$ cat src/rtl/reset_req_gen.sv
// Turns a raw, bouncing front-panel button into one fixed-length reset request per press.
// Optional watchdog-triggered requests are compiled in when RESET_REQ_WATCHDOG_EN is defined.
module reset_req_gen #(
   parameter int               CNT_W           = 20,
   parameter logic [CNT_W-1:0] DEBOUNCE_CYCLES = 20'd500000,
   parameter logic [CNT_W-1:0] PULSE_CYCLES    = 20'd16
`ifdef RESET_REQ_WATCHDOG_EN
   ,
   parameter logic [31:0]      WDOG_CYCLES     = 32'd100000000
`endif
) (
   input  logic sysclk,
   input  logic reset,
   input  logic button,
`ifdef RESET_REQ_WATCHDOG_EN
   input  logic wdog_kick,
   output logic wdog_fired,
`endif
   output logic rst_req,
   output logic btn_level,
   output logic busy
);

   localparam logic [1:0] IDLE      = 2'd0;
   localparam logic [1:0] DEB_PRESS = 2'd1;
   localparam logic [1:0] PULSE     = 2'd2;
   localparam logic [1:0] WAIT_REL  = 2'd3;

   localparam logic [CNT_W-1:0] DEB_LAST   = DEBOUNCE_CYCLES - 1'b1;
   localparam logic [CNT_W-1:0] PULSE_LAST = PULSE_CYCLES - 1'b1;

   logic             sync_q;
   logic             button_s;
   logic [1:0]       state;
   logic [1:0]       state_n;
   logic [CNT_W-1:0] cnt;
   logic [CNT_W-1:0] cnt_n;
   logic             btn_level_n;

`ifdef RESET_REQ_WATCHDOG_EN
   localparam logic [31:0] WDOG_LAST = WDOG_CYCLES - 32'd1;

   logic [31:0] wdog_cnt;
   logic        wdog_pulse;
   logic        wdog_expire;

   assign wdog_expire = ((state == IDLE) || (state == DEB_PRESS)) && !wdog_kick &&
                        (wdog_cnt == WDOG_LAST);
`endif

   // NOTE: every signal assigned here gets a default first so no latch is inferred.
   always_comb begin
      state_n     = state;
      cnt_n       = cnt;
      btn_level_n = btn_level;
      case (state)
         IDLE: begin
            if (button_s) begin
               state_n = DEB_PRESS;
               cnt_n   = '0;
            end
         end
         DEB_PRESS: begin
            if (!button_s) begin
               state_n = IDLE;
               cnt_n   = '0;
            end else if (cnt == DEB_LAST) begin
               state_n     = PULSE;
               cnt_n       = '0;
               btn_level_n = 1'b1;
            end else begin
               cnt_n = cnt + 1'b1;
            end
         end
         PULSE: begin
            if (cnt == PULSE_LAST) begin
               state_n = WAIT_REL;
               cnt_n   = '0;
`ifdef RESET_REQ_WATCHDOG_EN
               // A watchdog pulse with the button up has no release to wait for.
               if (wdog_pulse && !button_s) begin
                  state_n     = IDLE;
                  btn_level_n = 1'b0;
               end
`endif
            end else begin
               cnt_n = cnt + 1'b1;
            end
         end
         default: begin
            if (button_s) begin
               cnt_n = '0;
            end else if (cnt == DEB_LAST) begin
               state_n     = IDLE;
               cnt_n       = '0;
               btn_level_n = 1'b0;
            end else begin
               cnt_n = cnt + 1'b1;
            end
         end
      endcase
`ifdef RESET_REQ_WATCHDOG_EN
      if (wdog_expire) begin
         state_n = PULSE;
         cnt_n   = '0;
      end
`endif
   end

   // NOTE: sequential state uses non-blocking assignments only.
   always_ff @(posedge sysclk or posedge reset) begin
      if (reset) begin
         sync_q    <= 1'b0;
         button_s  <= 1'b0;
         state     <= IDLE;
         cnt       <= '0;
         btn_level <= 1'b0;
         rst_req   <= 1'b0;
         busy      <= 1'b0;
      end else begin
         sync_q    <= button;
         button_s  <= sync_q;
         state     <= state_n;
         cnt       <= cnt_n;
         btn_level <= btn_level_n;
         rst_req   <= (state_n == PULSE);
         busy      <= (state_n != IDLE);
      end
   end

`ifdef RESET_REQ_WATCHDOG_EN
   always_ff @(posedge sysclk or posedge reset) begin
      if (reset) begin
         wdog_cnt   <= '0;
         wdog_pulse <= 1'b0;
         wdog_fired <= 1'b0;
      end else begin
         // Held at zero while a request is in progress or being released.
         if (wdog_kick || (state_n == PULSE) || (state == PULSE) || (state == WAIT_REL)) begin
            wdog_cnt <= '0;
         end else begin
            wdog_cnt <= wdog_cnt + 32'd1;
         end
         if ((state_n == PULSE) && (state != PULSE)) begin
            wdog_pulse <= wdog_expire;
         end
         if (wdog_expire) begin
            wdog_fired <= 1'b1;
         end
      end
   end
`endif

endmodule

$ cat config.mk
export PLATFORM = sky130hd
export DESIGN_NAME = reset_req_gen
export DESIGN_NICKNAME = d
export VERILOG_FILES = /design/src/rtl/reset_req_gen.sv
export SDC_FILE = /design/constraint.sdc
export NUM_CORES = 1
export LEC_CHECK = 0
export BUFFER_PORTS_ARGS = -buffer_cell sky130_fd_sc_hd__buf_2
export CORE_ASPECT_RATIO = 0.9
export CORE_UTILIZATION = 54
export DETAILED_ROUTE_END_ITERATION = 7
export GPL_TIMING_DRIVEN = 0
export MAX_ROUTING_LAYER = met4
export PLACE_DENSITY = 0.79
export RECOVER_POWER = 100
export SYNTH_ARGS = -nofsm -noshare
export SYNTH_HDL_FRONTEND = slang
export SYNTH_SLANG_ARGS = --single-unit
$ cat constraint.sdc
create_clock -name sysclk -period 4.4 [get_ports sysclk]
set_input_delay 0.88 -clock sysclk [delete_from_list [all_inputs] [get_ports sysclk]]
set_output_delay 0.88 -clock sysclk [all_outputs]
set_load 0.05 [all_outputs]
# Yosys cells after proc, flatten, opt, wreduce, memory -nomap -nowiden
# Cells that the tools add are included.
[totals]
regBits = 27
latchBits = 0
mem_bits_rw = 0
romBits = 0
output_inout_bits = 3
n_memories = 0
[op_classes]
addsub = 1
n_mul = 0
div_mod_pow = 0
n_lt_le_gt_ge = 0
n_eq_ne = 8
shift = 0
muxes = 18
n_bitwise = 1
reduce_logical = 4
[ops]
columns = ["op", "n"]
rows = [
  ["20-bit two-way mux", 5],
  ["20-bit one-hot mux with 3 select lines", 1],
  ["20-bit by 1-bit adder with 20-bit output (second input constant)", 1],
  ["20-bit by 19-bit equality test with 1-bit output (second input constant)", 1],
  ["20-bit by 4-bit equality test with 1-bit output (second input constant)", 1],
  ["2-bit two-way mux", 6],
  ["2-bit one-hot mux with 3 select lines", 1],
  ["2-bit equality test (second input constant)", 2],
  ["1-bit two-way mux", 4],
  ["2-bit inequality test (second input constant)", 2],
  ["4-bit AND reduction", 1],
  ["2-bit by 1-bit equality test with 1-bit output (second input constant)", 1],
  ["2-bit zero test", 1],
  ["2-bit by 1-bit inequality test with 1-bit output (second input constant)", 1],
  ["1-bit one-hot mux with 2 select lines", 1],
  ["2-bit nonzero test", 1],
  ["2-bit OR reduction", 1],
  ["1-bit inverter", 1],
]

# Logic depth before layout (Yosys ltp)
# Gate-level depths: netlist of run 1.
[logic_depth]
ltp_word = 5
ltp_mapped = 7

# Least setup slack after synthesis of run 1
# No wires, ideal clock.
[synth_path]
kind = "register -> register"
from = "register cnt[5]"
to = "register cnt[11]"
setup_time_ns = 0.119
arrival_time_ns = 1.597
t_required_ns = 4.281
slack_ns = 2.684
stages_incl_launch_ff = 7
n_path_buf = 1
synth_period_minus_slack_ns = 1.716
path_cell_list = "dfrtp_1 -> nor4_1 -> and4_4 -> a311oi_4 -> nor3_4 -> buf_6 -> nor2_1"
[synth_between]
elab_chain_len = 4
elab_cells_between_ends = 8
cone_classes = "add/sub: 1; eq/ne: 2; mux: 5"
[synth_lines]
columns = ["element", "line_no", "text"]
rows = [
  ["start, declared", "36", "logic [CNT_W-1:0] cnt;"],
  ["start signal, assigned", "124", "cnt <= cnt_n;"],
  ["20-bit by 1-bit adder with 20-bit output or 20-bit by 19-bit equality test with 1-bit output (tied branches)", "--", ""],
  ["20-bit two-way mux", "67, 93", ""],
  ["20-bit two-way mux (on tied branches)", "91, 64", ""],
  ["20-bit one-hot mux with 3 select lines (*)", "56", "case (state)"],
]
# Mark *: on every way between the ends. The rest lies on a longest branch, timed or not.
# A chain may end at the register's enable or synchronous reset.

# Worst setup path after layout of run 1
[layout_path]
from = "register cnt[0]"
to = "register cnt[7]"
# The elaborated chain is that of the path after synthesis.

==> reports/metrics.cfg, run 1 <==
[run_status]
status=completed

[sta]
holdWs_ps=366
rsz0062_at_grt=no
finalSetupViolations=0
tns_ps=0
period_minus_slack_ps=2620
slew_viol_final=0
tightest_slew_ps=978
timing.final.crit_share_pct=59.6
fin_skew_ps=7.51
relSlewSlack_pct=34.7
fmax_ghz=0.381
hold_viol=0

[worst_setup_path]
setup.worst_path.end_class=flip-flop
cp.depth=7
r2r_cells=7
arrival_ps=2830
cp_slowest_cell=nor3_1
worst-path-max-fanout=10
crit_type=flip-flop to flip-flop
cp.buffers_inverters=1
cp_top_family=simple AND/OR/NAND/NOR gates
cp_cell_sequence=ha_1, and3_1, and4_1, a311oi_1, nor3_1, clkbuf_1, nor2_1
startpoint_type=flip-flop
critPathRequiredTime_ps=4610
max_stage_delay_ps=720

[pwr]
p_switching_mw=0.0940
p_sw_share_pct=24.3
p_per_area_nw_per_um2=265
pwr-share-comb_pct=6.0
p_int_mw=0.292
power_leakage_nw=0.610
clkPwrFrac_pct=28.4
seqPwrFrac_pct=65.6
peakVddDrop_uv=214

[cells_and_area]
final_cells=182
area_growth_pct=2.47
multi_input_area_um2=649
n_antenna_cell=0
drive_gt1_share_pct=7.14
regArea_um2=676
fin_nets=159
fillCellCount=206

[die]
die_height_um=50.7
core_um2=2470
initial_core_util_pct=57.6
die_area_um2=2840
dieWidth_um=56.1
num_rows=17
pin_count=6

[drt]
vias=1019
drtIter0Drc=22
drc=0
drt-pass1-iter-count=4
routed_wl_mm=2.47
viasPerCell=5.60
postRouteAntennaNets=0
avgRoutedWirePerCell_um=13.6

[placed_design]
hpwl_mm=1.77
io_buffers=5
gp_congestion=0.844
place_inst=178

[clock_tree]
postCtsSetupBuffers=0
cts.hold.buffers_added=0
clk_pin_slew_worst_paths_ps=150
postCtsResizedCells=0
clock_sinks=27
clock_tree.root_cell=clkbuf_4
clk_latency_ps=330
clk_path_buf_depth=2
cts_buffers=3
htreeDepth=1
cts_tree=done

[global_route]
grt_max_degree=28
grt_pass1_vias=998
antenna_found_initial=0
grtUsageTotal_pct=20.8
grt_overflow=0
grt_pass1_wl_mm=4.43

[synthesis]
synthTopCellsByArea=dfrtp_1, xnor2_1, nor2_1, xor2_1, nand2_1
yosysTopAreaCellShare_pct=47.6
ys_dominant_reg_cell=dfrtp_1
synth-edff-count=0
yosysUniqueCellTypes=36
syn_inst=145
synth_area_um2=1420
synth_seq_cells=27
syn_area_per_cell_um2=9.79
yosys.area.top_type=dfrtp_1
seq_area_frac_synth_pct=47.6
yosysWarnings=0
async_flop_share_pct=100
syn_nets=149

[flow_run]
maxCapViolations=0

[hold_path]
hold_path.class=flip-flop to flip-flop
holdPathStages=0

cell usage after synthesis (3+ instances only):
master,number
dfrtp_1,27
nor2_1,23
nand2_1,15
xnor2_1,12
nand3_1,8
nor3_1,7
xor2_1,7
inv_1,6
and3_1,5
nor4_1,5
nand4_1,3
o21ai_0,3
layout by cell type (no fill, tap or decap), types with 4 or more instances in the layout:
master    netlist  layout
and3_1          5       5
dfrtp_1        27      27
nor3_1          7       8
nand3_1         8       9
clkbuf_1        0       4
xnor2_1        12      12
nand2_1        15      15
xor2_1          7       7
inv_1           6       6
nor4_1          5       5
nor2_1         23      23
power groups by stage:
| stage | clock network, mW | registers [mW] | logic, mW |
|---|---|---|---|
| finish | 0.110 | 0.253 | 0.0230 |
| global route | 0.121 | 0.254 | 0.0270 |
| CTS | 0.111 | 0.253 | 0.0264 |
| detailed placement | 0 | 0.258 | 0.0263 |
| global placement | 0 | 0.258 | 0.0256 |
| floorplan | 0 | 0.259 | 0.0185 |
logic make-up after synthesis:
| logic type | count (synthesis) | synth area share (%) |
|---|---|---|
| DFF | 27 | 47.6 |
| buffers and inverters | 10 | 3.61 |
| AOI/OAI and AO/OA | 11 | 6.70 |
| xor gates and xnor gates | 19 | 11.7 |
| and+or+nand+nor | 76 | 28.8 |
| adders and majority gates | 2 | 1.59 |
cell type report:
class	instances	area share (%)
Buffer	4	1.46
Clock buffer	3	1.55
Clock inverter	1	0.516
Inverter	6	1.55
Multi-Input combinational cell	108	44.6
Sequential cell	27	46.4
Tap cell	28	2.41
Timing Repair Buffer	5	1.46
worst register-to-register path: cells and delay by family (launching register included):
| family | cells | cell delay, ps |
|---|---|---|
| compound gates | 1 | 160 |
| fa+ha+maj | 1 | 190 |
| buf+inv | 1 | 430 |
| flops | 1 | 400 |
| simple gates | 4 | 1330 |
layer usage:
layer | track usage [%] | vias to the layer above | wire (um)
met2 | 33.9 | 15 | 1110
met1 | 26.1 | 483 | 1260
li1 | - | 519 | -
met5 | - | - | 0
met3 | 5.41 | 2 | 79
met4 | 4.88 | 0 | 18
through the flow:
step	power (mW)	util [%]	setup WS (ps)	area (um2)
after floorplan	0.278	-	2680	1420
after global placement	0.283	60.0	2480	1480
after detailed placement	0.284	60.0	2480	1480
after CTS	0.391	61.2	2460	1510
after global routing	0.402	59.0	1400	1460
final	0.386	59.0	1780	1460
sequential cells by signal, indices dropped and copies added (netlist names):
| name | flops |
|---|---|
| btn_level | 1 |
| busy | 1 |
| button_s | 1 |
| cnt | 20 |
| rst_req | 1 |
| state | 2 |
| sync_q | 1 |
path summary, 6_finish.rpt:
path | startpoint | to | slack [ps]
max | cnt[0] | cnt[7] | 1780
min | sync_q | button_s | 370
max reg2reg | cnt[0] | cnt[7] | 1780
min reg2reg | sync_q | button_s | 370
max in group asynchronous | reset | state[1] | 3060
min in group asynchronous | reset | cnt[9] | 750
(Power assumes the default switching activity.)
==> inputs of run 2 (changes only) <==
--- a/config.mk
+++ b/config.mk
@@ -11,7 +11,7 @@
 export DETAILED_ROUTE_END_ITERATION = 7
 export GPL_TIMING_DRIVEN = 0
 export MAX_ROUTING_LAYER = met4
-export PLACE_DENSITY = 0.79
+export PLACE_DENSITY = 0.82
 export RECOVER_POWER = 100
 export SYNTH_ARGS = -nofsm -noshare
 export SYNTH_HDL_FRONTEND = slang
==> constraint.sdc (replaced) <==
create_clock -name sysclk -period 2.3 [get_ports sysclk]
set_input_delay 0.46 -clock sysclk [delete_from_list [all_inputs] [get_ports sysclk]]
set_output_delay 0.46 -clock sysclk [all_outputs]
set_load 0.05 [all_outputs]
==> reports/metrics.cfg, run 2 (synthesis gave the netlist of run 1 again) <==
[clock_tree]
cts_tree=done  ; unchanged
clk_latency_ps=340  ; was 330 ps
cts.hold.buffers_added=0  ; unchanged
htreeDepth=1  ; unchanged
cts_buffers=3  ; unchanged
clk_pin_slew_worst_paths_ps=160  ; was 150 ps
postCtsSetupBuffers=0  ; unchanged
clk_path_buf_depth=2  ; unchanged
postCtsResizedCells=0  ; unchanged
clock_tree.root_cell=clkbuf_4  ; unchanged
clock_sinks=27  ; unchanged

[drt]
drc=0  ; unchanged
drtIter0Drc=24  ; was 22
postRouteAntennaNets=0  ; unchanged
avgRoutedWirePerCell_um=13.7  ; was 13.6 um
routed_wl_mm=2.49  ; was 2.47 mm
viasPerCell=5.79  ; was 5.60
drt-pass1-iter-count=4  ; unchanged
vias=1053  ; was 1,019

[global_route]
grt_pass1_vias=1060  ; was 998
antenna_found_initial=0  ; unchanged
grtUsageTotal_pct=21.1  ; was 20.8%
grt_pass1_wl_mm=4.53  ; was 4.43 mm
grt_overflow=0  ; unchanged
grt_max_degree=28  ; unchanged

[hold_path]
holdPathStages=1  ; was 0
hold_path.class=input port to flip-flop  ; was flip-flop to flip-flop

[cells_and_area]
area_growth_pct=5.29  ; was 2.47%
largestRegisters=cnt: 20 flops, state: 2 flops  ; unchanged
largest_reg_flops=20  ; unchanged
drive_gt1_share_pct=9.74  ; was 7.14%
fin_nets=159  ; unchanged
regMostFlops=cnt  ; unchanged
regArea_um2=676  ; unchanged
fillCellCount=198  ; was 206
mostFrequentLayoutCell=dfrtp_1  ; unchanged
final_cells=182  ; unchanged
multi_input_area_um2=681  ; was 649 um2
final_cell_mix=dfrtp_1, nor2_1, nand2_1, xnor2_1, nand3_1  ; unchanged
n_antenna_cell=0  ; unchanged
utilization_pct=60.6  ; was 59.0%
fin_area_um2=1500  ; was 1460 um2

[die]
initial_core_util_pct=57.6  ; unchanged
num_rows=17  ; unchanged
die_height_um=50.7  ; unchanged
core_um2=2470  ; unchanged
dieWidth_um=56.1  ; unchanged
die_area_um2=2840  ; unchanged
pin_count=6  ; unchanged

[pwr]
power_leakage_nw=0.623  ; was 0.610 nW
p_per_area_nw_per_um2=506  ; was 265 nW/um2
peakVddDrop_uv=414  ; was 214 uV

[placed_design]
hpwl_mm=1.77  ; about the same
gp_congestion=0.848  ; was 0.844
io_buffers=5  ; unchanged
place_inst=178  ; unchanged
dpl_cell_area_um2=1480  ; unchanged

[worst_setup_path]
setup.worst_path.end_class=flip-flop  ; unchanged
critPathRequiredTime_ps=2540  ; was 4610 ps
r2r_cells=6  ; was 7
arrival_ps=2220  ; was 2830 ps
worst-path-max-fanout=7  ; was 10
startpoint_type=flip-flop  ; unchanged
crit_type=flip-flop to flip-flop  ; unchanged

[run_status]
status=completed  ; unchanged

[sta]
hold_viol=0  ; unchanged
fmax_ghz=0.505  ; was 0.381 GHz
tns_ps=0  ; unchanged
finalSetupViolations=0  ; unchanged
period_minus_slack_ps=1980  ; was 2620 ps
tightest_slew_ps=972  ; was 978 ps
relSlewSlack_pct=35.1  ; was 34.7%
slew_viol_final=0  ; unchanged
rsz0062_at_grt=no  ; unchanged
timing.final.crit_share_pct=86.0  ; was 59.6%
fin_skew_ps=16.4  ; was 7.51 ps

[flow_run]
maxCapViolations=0  ; unchanged

[run 2: cell types whose count changed in the layout (fill, tap and decap cells not counted), sizes merged]
cell and change:
clkinvlp -1, clkbuf -1, inv +1, buf +1
[run 2: layout make-up]
type,instances,share of cell area [%]
buffer,4,1.92
clock buffer,3,1.51
clock inverter,1,0.586
inverter,6,1.51
multi-input combinational,108,45.5
sequential,27,45.2
tap,28,2.34
timing repair buffer,5,1.42
[run 2: per-stage QoR]
step	hold WS, ps	setup WS [ps]	total power, mW
after floorplan	331	584	0.531
after global placement	332	402	0.542
after detailed placement	343	358	0.543
after CTS	204	340	0.761
after global routing	179	214	0.789
final	203	322	0.756
[run 2: path summary, 6_finish.rpt]
check,slack [ps],from,end
min in group asynchronous,310,reset,cnt[9]
min,200,button,sync_q
max reg2reg,320,cnt[0],state[0]
max in group asynchronous,1390,reset,cnt[0]
min reg2reg,370,sync_q,button_s
max,320,cnt[0],state[0]
[run 2: worst max-delay path: stages (launching register included)]
cell     delay [ps]
dfrtp_1         420
ha_1            200
and3_1          210
and4_4          280
nand3_1         220
maj3_1          410
and2_1          150
[run 2: routing by layer]
metal	up-vias	wire length, um	track usage (%)
met3	3	97	5.93
met1	505	1200	25.2
met2	23	1180	35.7
met4	0	11	5.28
met5	-	0	-
li1	522	-	-
[run 2: where the power goes]
| group | internal (mW) | total [mW] | switching (mW) |
|---|---|---|---|
| Combinational | 0.0142 | 0.0483 | 0.0341 |
| Sequential | 0.481 | 0.485 | 0.00394 |
| Clock | 0.0712 | 0.223 | 0.152 |
==> inputs of run 3 (changes only) <==
--- a/config.mk
+++ b/config.mk
@@ -6,12 +6,12 @@
 export NUM_CORES = 1
 export LEC_CHECK = 0
 export BUFFER_PORTS_ARGS = -buffer_cell sky130_fd_sc_hd__buf_2
-export CORE_ASPECT_RATIO = 0.9
-export CORE_UTILIZATION = 54
+export CORE_ASPECT_RATIO = 0.7
+export CORE_UTILIZATION = 34
 export DETAILED_ROUTE_END_ITERATION = 7
 export GPL_TIMING_DRIVEN = 0
 export MAX_ROUTING_LAYER = met4
-export PLACE_DENSITY = 0.82
+export PLACE_DENSITY = 0.59
 export RECOVER_POWER = 100
 export SYNTH_ARGS = -nofsm -noshare
 export SYNTH_HDL_FRONTEND = slang
==> reports/metrics.cfg, run 3 (synthesis gave the netlist of run 1 again) <==
[cells_and_area]
area_growth_pct=7.84  ; was 5.29%
largest_reg_flops=20  ; unchanged
final_cells=206  ; was 182
regMostFlops=cnt  ; unchanged
drive_gt1_share_pct=9.74  ; unchanged
largestRegisters=cnt: 20 flops, state: 2 flops  ; unchanged
mostFrequentLayoutCell=dfrtp_1  ; unchanged
final_cell_mix=dfrtp_1, nor2_1, nand2_1, xnor2_1, nand3_1  ; unchanged
fin_nets=159  ; unchanged
n_antenna_cell=0  ; unchanged

[pwr]
power_leakage_nw=0.626  ; was 0.623 nW
peakVddDrop_uv=225  ; was 414 uV
power_mw=0.804  ; was 0.756 mW
p_per_area_nw_per_um2=525  ; was 506 nW/um2

[worst_setup_path]
startpoint_type=flip-flop  ; unchanged
arrival_ps=2160  ; was 2220 ps
crit_type=flip-flop to flip-flop  ; unchanged
worst-path-max-fanout=10  ; was 7
setup.worst_path.end_class=flip-flop  ; unchanged
critPathRequiredTime_ps=2470  ; was 2540 ps

[die]
core_um2=3970  ; was 2470 um2
dieWidth_um=79.2  ; was 56.1 um
num_rows=19  ; was 17
pin_count=6  ; unchanged
die_area_um2=4440  ; was 2840 um2
die_height_um=56.1  ; was 50.7 um
initial_core_util_pct=35.8  ; was 57.6%

[clock_tree]
clk_pin_slew_worst_paths_ps=100  ; was 160 ps
clock_sinks=27  ; unchanged
cts.hold.buffers_added=0  ; unchanged
clock_tree.root_cell=clkbuf_8  ; was clkbuf_4
clk_path_buf_depth=2  ; unchanged
postCtsSetupBuffers=0  ; unchanged
cts_tree=done  ; unchanged
clk_latency_ps=270  ; was 340 ps
postCtsResizedCells=0  ; unchanged
cts_buffers=3  ; unchanged
htreeDepth=1  ; unchanged

[global_route]
grt_max_degree=28  ; unchanged
grt_use_met2_pct=18.6  ; was 35.7%
busiest_layer=met1  ; was met2
grt_pass1_vias=940  ; was 1,060
use_met1_pct=20.8  ; was 25.2%
grt_pass1_wl_mm=4.69  ; was 4.53 mm
grt_overflow=0  ; unchanged
use_met3_pct=4.10  ; was 5.93%
antenna_found_initial=0  ; unchanged
grtUsageTotal_pct=14.2  ; was 21.1%

[placed_design]
gp_congestion=0.805  ; was 0.848
place_inst=202  ; was 178
hpwl_mm=1.92  ; was 1.77 mm
io_buffers=5  ; unchanged

[sta]
rsz0062_at_grt=no  ; unchanged
tightest_slew_ps=996  ; was 972 ps
relSlewSlack_pct=33.5  ; was 35.1%
fin_skew_ps=8.61  ; was 16.4 ps
tns_ps=0  ; unchanged
period_minus_slack_ps=2000  ; was 1980 ps
timing.final.crit_share_pct=86.8  ; was 86.0%
hold_viol=0  ; unchanged
slew_viol_final=0  ; unchanged
fmax_ghz=0.501  ; was 0.505 GHz
finalSetupViolations=0  ; unchanged

[drt]
drtIter0Drc=81  ; was 24
viasPerCell=5.00  ; was 5.79
drt-pass1-iter-count=4  ; unchanged
drc=0  ; unchanged
vias=1031  ; was 1,053
postRouteAntennaNets=0  ; unchanged
routed_wl_mm=2.61  ; was 2.49 mm
avgRoutedWirePerCell_um=12.7  ; was 13.7 um

[flow_run]
maxCapViolations=0  ; unchanged

[run_status]
status=completed  ; unchanged

[hold_path]
hold_path.class=input port to flip-flop  ; unchanged

-- run 3: cell count changes in the layout (fill, tap and decap cells not counted) --
| cell | previous run | this run |
|---|---|---|
| inv_6 | 1 | 0 |
| clkbuf_4 | 3 | 0 |
| clkinvlp_4 | 0 | 1 |
| clkbuf_8 | 0 | 3 |
| a311oi_4 | 1 | 0 |
| and2_0 | 0 | 1 |
| and2_1 | 1 | 0 |
| a311oi_2 | 0 | 1 |
-- run 3: per-layer routing --
metal  part of all wire (%)  wire length [um]
met1                     54              1400
met2                     43              1120
met3                    2.7                70
met4                   0.88                23
met5                      0                 0
-- run 3: final timing paths --
| check | start | to | slack [ps] | depth (start not counted) |
|---|---|---|---|---|
| max in group asynchronous | reset | busy | 1290 | 2 |
| worst min-delay path | button | sync_q | 290 | 1 |
| worst max register to register | cnt[5] | cnt[6] | 300 | 6 |
| worst min register to register | sync_q | button_s | 360 | 0 |
| min in group asynchronous | reset | cnt[4] | 410 | 2 |
| worst max-delay path | cnt[5] | cnt[6] | 300 | 6 |
-- run 3: power breakdown --
| group | internal [mW] | total, mW | switching [mW] |
|---|---|---|---|
| clock network | 0.123 | 0.270 | 0.147 |
| logic | 0.0141 | 0.0488 | 0.0347 |
| registers | 0.481 | 0.485 | 0.00406 |
| total | 0.618 | 0.804 | 0.186 |
-- run 3: layout make-up --
cell class,count,area [um2]
clock buffer,3,41.3
buffer,4,28.8
clock inverter,1,7.51
fill,394,2440
multi-input combinational,108,669
inverter,6,22.5
tap,52,65.1
sequential,27,676
timing repair buffer,5,21.3
-- run 3: per-stage QoR --
stage | hold slack [ps] | utilization [%] | setup slack [ps] | instance area, um2
floorplan | 331 | - | 584 | 1420
global placement | 334 | 38.0 | 350 | 1510
detailed placement | 344 | 38.0 | 297 | 1510
CTS | 284 | 39.3 | 279 | 1560
global route | 271 | 38.6 | 114 | 1530
finish | 294 | 38.6 | 304 | 1530
-- run 3: worst max-delay path, cell delays in order, from the launching register on --
cell      delay, ps
dfrtp_1         460
nor4_1          340
and4_4          310
a311oi_2        150
nor3_4          380
buf_6           200
nor2_1           50
